--- src/rtl/tournament_selector.sv ---
// rtl/tournament_selector.sv - two-candidate tournament selector driving an external fitness unit
// SELECTOR_MINIMIZE_EN: when defined the smaller fitness wins; ties always go to cand_a.
module tournament_selector #(
  parameter int FF_LATENCY = 3
) (
  input  logic               clk,
  input  logic               rst,
  input  logic               in_valid,
  output logic               in_ready,
  input  logic signed [7:0]  cand_a,
  input  logic signed [7:0]  cand_b,
  output logic signed [7:0]  ff_chrom1,
  output logic signed [7:0]  ff_chrom2,
  output logic               ff_enable,
  input  logic signed [26:0] ff_fitness1,
  input  logic signed [26:0] ff_fitness2,
  output logic               win_valid,
  input  logic               win_ready,
  output logic signed [7:0]  win_chrom,
  output logic signed [26:0] win_fitness
);

  typedef enum logic [1:0] {IDLE, EVAL, OUT} state_t;

  state_t     state, state_nxt;
  logic [3:0] cnt;
  logic       last_eval;
  logic       slot2_wins;

  always_ff @(posedge clk) begin
    if (rst) state <= IDLE;
    else     state <= state_nxt;
  end

  // Slot 2 only wins on a strict improvement, so ties keep cand_a.
`ifdef SELECTOR_MINIMIZE_EN
  assign slot2_wins = (ff_fitness2 < ff_fitness1);
`else
  assign slot2_wins = (ff_fitness2 > ff_fitness1);
`endif

  assign last_eval = (state == EVAL) && (cnt == 4'(FF_LATENCY - 1));

  always_comb begin
    state_nxt = state;
    in_ready  = 1'b0;
    ff_enable = 1'b0;
    win_valid = 1'b0;
    case (state)
      IDLE: begin
        in_ready = !rst;
        if (in_valid && !rst) state_nxt = EVAL;
      end
      EVAL: begin
        ff_enable = !rst;
        if (last_eval) state_nxt = OUT;
      end
      OUT: begin
        win_valid = !rst;
        if (win_ready) state_nxt = IDLE;
      end
      default: state_nxt = IDLE;
    endcase
  end

  always_ff @(posedge clk) begin
    if (rst) begin
      cnt         <= 4'd0;
      ff_chrom1   <= 8'sd0;
      ff_chrom2   <= 8'sd0;
      win_chrom   <= 8'sd0;
      win_fitness <= 27'sd0;
    end else begin
      case (state)
        IDLE: begin
          if (in_valid) begin
            ff_chrom1 <= cand_a;
            ff_chrom2 <= cand_b;
            cnt       <= 4'd0;
          end
        end
        EVAL: begin
          cnt <= cnt + 4'd1;
          if (last_eval) begin
            win_chrom   <= slot2_wins ? ff_chrom2   : ff_chrom1;
            win_fitness <= slot2_wins ? ff_fitness2 : ff_fitness1;
          end
        end
        default: ;
      endcase
    end
  end

endmodule

--- config.mk ---
export PLATFORM = sky130hd
export DESIGN_NAME = tournament_selector
export DESIGN_NICKNAME = d
export VERILOG_FILES = /design/src/rtl/tournament_selector.sv
export SDC_FILE = /design/constraint.sdc
export NUM_CORES = 1
export LEC_CHECK = 0
export CORE_AREA = 3 3 105 97
export DETAILED_ROUTE_END_ITERATION = 10
export DIE_AREA = 0 0 108 100
export GPL_TIMING_DRIVEN = 0
export PLACE_DENSITY = 0.71
export SKIP_LAST_GASP = 1
export SYNTH_ARGS = -nofsm -noshare
export SYNTH_HDL_FRONTEND = slang
export SYNTH_SLANG_ARGS = --single-unit
--- constraint.sdc ---
create_clock -name clk -period 4.5 [get_ports clk]
set_input_delay 1.35 -clock clk [delete_from_list [all_inputs] [get_ports clk]]
set_output_delay 1.35 -clock clk [all_outputs]
set_load 0.005 [all_outputs]
Yosys cells after proc, flatten, opt, wreduce, memory -nomap -nowiden
Cells that the tools add are included.
Word-level totals
  output and inout bits: 54
  register bits after elaboration: 57
  word-level logic and storage cells: 35
  input bits: 74
Operators by class
  order comparisons: 1
  $add $sub $neg: 1
  equality and inequality tests: 7
  reductions and logical operators: 9
  mux-type cells: 11
Operators with widths (number)
  $gt 27x27->1: 1
  $mux 27: 1
  $mux 8: 1
  $ne 2x2->1 const B: 4
  $pmux 4 s2: 1
  $mux 2: 3
  $pmux 2 s3: 1
  $reduce_and 2->1: 3
  $add 4x1->4 const B: 1
  $eq 4x2->1 const B: 1
  $mux 4: 1
  $mux 1: 3
  $reduce_and 3->1: 1
  $eq 2x1->1 const B: 1
  $eq 2x2->1 const B: 1
  $logic_and 1x1->1: 2
  $logic_not 2->1: 1
  $reduce_bool 2->1: 1
  $logic_not 1->1: 1

Depth between registers and ports, before layout
Gate-level depths: netlist of the first run.
  depth in word-level cells: 4
  depth in mapped cells: 10
  gate-level depth less buffers: 8

Worst setup path before layout of the first run
No wires, ideal clock.
  path type: in2reg
  start: input port ff_fitness1[26]
  end: register win_chrom[0]
  slack: 0.916 ns
  required time: 4.379 ns
  setup time: 0.121 ns
  arrival time: 3.463 ns
  stages on the path: 10
  path buffers: 2
  path through: inv_1 -> ha_1 -> nand3_2 -> nor4_2 -> nand4_1 -> or4_1 -> and3_1 -> buf_6 -> buf_12 -> mux2_4
Between the ends
  cells in the longest elaborated chain, start to end: 2
RTL lines
  start, declared: line 15  | input logic signed [26:0] ff_fitness1,
  $gt 27x27->1: line 39  | assign slot2_wins = (ff_fitness2 > ff_fitness1);
  $mux 8: line 85  | win_chrom <= slot2_wins ? ff_chrom2 : ff_chrom1;
  end signal, assigned: line 85
  end, declared: line 19  | output logic signed [7:0] win_chrom,
Every way passes these cells.
A chain may end at the register's enable or synchronous reset.

Worst setup path after layout of the first run
  start: input port rst
  end: output port ff_enable
Between the ends
  cells in the longest elaborated chain, start to end: 2
RTL lines
  start, declared: line 7  | input logic rst,
  $logic_not 1->1: line 55  | ff_enable = !rst;
  $mux 1: line 49  | case (state)
  end, declared: line 14  | output logic ff_enable,
Every way passes these cells.

==> results of run 1 <==
-- power by group --
part	internal [uW]	total (uW)	switching [uW]
Clock	271	497	226
Combinational	155	286	131
Sequential	517	529	11.8
-- cell usage in the layout, fill, tap and decap left out, drive strengths merged, types with 2 or more instances in the layout --
master	count
nand3b	2
nor2b	2
o21ai	5
buf	5
nor2	15
clkinvlp	2
a21o	2
dfxtp	57
nor3	2
a21oi	100
mux2	35
clkdlybuf4s50	126
ha	29
a211oi	5
nand2	143
clkinv	3
clkbuf	34
inv	29
and2	2
nand3	5
nand4	4
-- synthesized netlist by cell type, drive strengths merged --
cell type	count	area, sq um
a211oi	5	37.5
a21o	2	15.0
a21oi	100	500
a221o	1	10.0
a22oi	1	7.51
a31oi	1	6.26
and2	2	12.5
and3	1	6.26
buf	5	75.1
clkbuf	24	90.1
dfxtp	57	1140
ha	29	363
inv	29	109
mux2	35	507
nand2	143	537
nand2b	1	6.26
nand3	5	30.0
nand3b	2	15.0
nand4	4	25.0
nor2	15	56.3
nor2b	2	12.5
nor3	2	10.0
nor3b	1	7.51
nor4	1	12.5
o2111ai	1	8.76
o21ai	5	25.0
or3b	1	8.76
or4	1	7.51
-- worst paths after layout --
kind	slack (ns)	end	depth (start not counted)	startpoint
worst min register to register	0.48	ff_chrom1[2]	2	ff_chrom1[2]
worst max-delay path	0.21	ff_enable	5	rst
worst min-delay path	0.48	ff_chrom1[2]	2	ff_chrom1[2]
worst max register to register	2.28	win_fitness[5]	6	state[0]
-- worst reg2reg max path: cells and delay by family (launching register included) --
kind / cells / cell delay (ns)
flops: 1 / 0.41
buf+inv: 1 / 0.37
simple gates: 3 / 0.92
mux: 1 / 0.30
compound gates: 1 / 0.10
-- cells by family after synthesis --
logic type	Yosys count	synth area share, %
buffers and inverters	58	7.52
and+or+nand+nor	181	20.5
DFF	57	31.3
AOI/OAI and AO/OA	116	16.8
muxes	35	13.9
adders and majority gates	29	9.96
-- cell type report --
type,count,area (sq um),area share [%]
buffer,29,165,3.14
clock buffer,10,138,2.62
clock inverter,6,67.6,1.28
inverter,29,109,2.07
multi-input combinational,361,2230,42.3
sequential,57,1140,21.7
tap,122,153,2.90
timing repair buffer,126,1260,24.0
-- state kept, by name (all words and copies together) (netlist names) --
signal	flops
win_fitness	27
ff_chrom1	8
ff_chrom2	8
win_chrom	8
cnt	4
state	2
-- per-stage QoR --
stage,instance area [sq um],std cells,total power (uW)
floorplan,3640,476,693
global placement,5060,724,823
detailed placement,5060,724,826
CTS,5260,740,1330
global route,5260,740,1370
finish,5260,740,1310
-- layer usage --
layer / part of all wire (%) / GRT usage (%) / vias to the layer above
met1: 46 / 26.3 / 1687
met3: 7.6 / 5.59 / 9
met4: 0.60 / 4.85 / 0
li1: - / - / 1879
met2: 46 / 31.8 / 145
met5: 0 / 0 / -
==> run summary, run 1 <==
• 2 — Longest Clk Path Bufs
• 3571 — number of global-route vias before repair
• 0 — Finish-stage setup viols
• 57 — TritonCTS sink count
• 106 — number of DRC markers after the initial detailed-route iteration
• 0.557 ns — actual transition at the worst max-transition pin
• 0 — final slew viol count
• 0.34 ns — insertion delay of the later-clocked pin in the worst-skew pair
• 0.139 mV — VDD IR max
• 0.214 ns — post-route worst setup slack
• 0.165 ns — Setup WS pre-CTS
• 9.39% — share of layout cells above drive strength 1
• 842 — Filler Cell Count
• sky130_fd_sc_hd__clkdlybuf4s50_1 — cell at the slowest stage of the critical path
• 0 — number of hold buffers added after cts
• 14.6 um — average detailed-routed wire length per instance
• 33 — number of library cell types mapped by synthesis
• 3.15 ns — CP Data Required Time
• 4.29 ns — Final min period
• false — setup repair after global routing missed its margin
• primary output — crit path capture type
• 579 — syn nets
• 3 — maximum level of the CTS H-tree
• input pin — startpoint class of the critical path
• buffers and inverters — delay-heaviest family, CP
• 7.65 sq um — mean post-synth cell area
• 716 — number of nets at the end of the flow
• 0.47 ns — slowest stage delay, CP
• 12 — pin count of the biggest net entering global routing
• 17200 um — first-pass GRT wire length
• 3720 — Vias
• sky130_fd_sc_hd__clkbuf_8 — CTS root buf
• 3640 sq um — cell area after technology mapping
• 57.7% — final core occ
• 2.94 ns — data arrival time of the worst path
• 233 MHz — timing-limited maximum frequency
• 9130 sq um — core area
• in2out — kind of critical path
• 44.5% — relative area change from synthesis to final layout
• 95.2% — Final Cycle Share
• 57 — synthesized flop and latch total
• 0.0112 ns — Fin Clk Skew
• 5.03 — post-detailed-route via-to-cell ratio
• 249 nW/um^2 — total power divided by cell area
• 10800 sq um — die area
• 0.07 ns — clock-pin transition on the worst setup and hold timing paths
• 128 — number of ports placed on the die boundary
• 10 — Worst Path Max Fanout
• 9 — number of buffers created by CTS
• 0 — count of yosys warnings during synthesis
• 62.9% — relative slew slack
• 0 — remaining antenna violation count after routing
• 0.883 — placer congestion estimate
• 33 — # rows
• 0.478 ns — WHS
• 39.9% — Initial Utilization
• 31.3% — proportion of synthesized chip area in sequential cells
• 0 — post-CTS setup-driven buffer insertion count
• 108 um — die boundary width
• 8180 um — Detailed Place HPWL
• 10800 um — Total Wirelength
• 126 — number of input and output port buffers inserted
• 0 — number of gates resized after cts
• 0 ns — post-route setup TNS
• 4 — Buffers & Inverters on Critical Path
• reg2reg — Tightest Hold Check Type
• 476 — Syn Inst Count
• 0.00205 uW — Leakage Power
• 4 — Initial DRT Pass Iterations
• 0 — Final Hold Violating Endpoints
• 0 — number of remaining DRC errors
• 0 — Ant. Diodes
• 0 — antenna violations before repair
• sky130_fd_sc_hd__clkbuf_1 — most common cell type on the critical path
• 0 — max-cap violation count
• 100 um — vertical extent of the die
• built — clock tree from TritonCTS
• 19.8% — total track usage
• clkbuf_1, clkbuf_1, buf_1, nor2_1, clkdlybuf4s50_1 — cell-by-cell trace of the critical path
• 0 — global route overflow
• finished clean — status
Note: power is estimated with default switching activity, not from simulation.
==> run 2: changes to the inputs <==
--- a/config.mk
+++ b/config.mk
@@ -11,6 +11,7 @@
 export GPL_TIMING_DRIVEN = 0
 export PLACE_DENSITY = 0.71
 export SKIP_LAST_GASP = 1
+export SLEW_MARGIN = 20
 export SYNTH_ARGS = -nofsm -noshare
 export SYNTH_HDL_FRONTEND = slang
 export SYNTH_SLANG_ARGS = --single-unit
==> results of run 2 <==
No change in the layout: final DEF, timing and power equal those of run 1.
==> run 3: changes to the inputs <==
--- a/config.mk
+++ b/config.mk
@@ -8,6 +8,7 @@
 export CORE_AREA = 3 3 105 97
 export DETAILED_ROUTE_END_ITERATION = 10
 export DIE_AREA = 0 0 108 100
+export GPL_ROUTABILITY_DRIVEN = 0
 export GPL_TIMING_DRIVEN = 0
 export PLACE_DENSITY = 0.71
 export SKIP_LAST_GASP = 1
==> results of run 3 <==
No change in the layout: final DEF, timing and power equal those of run 1.
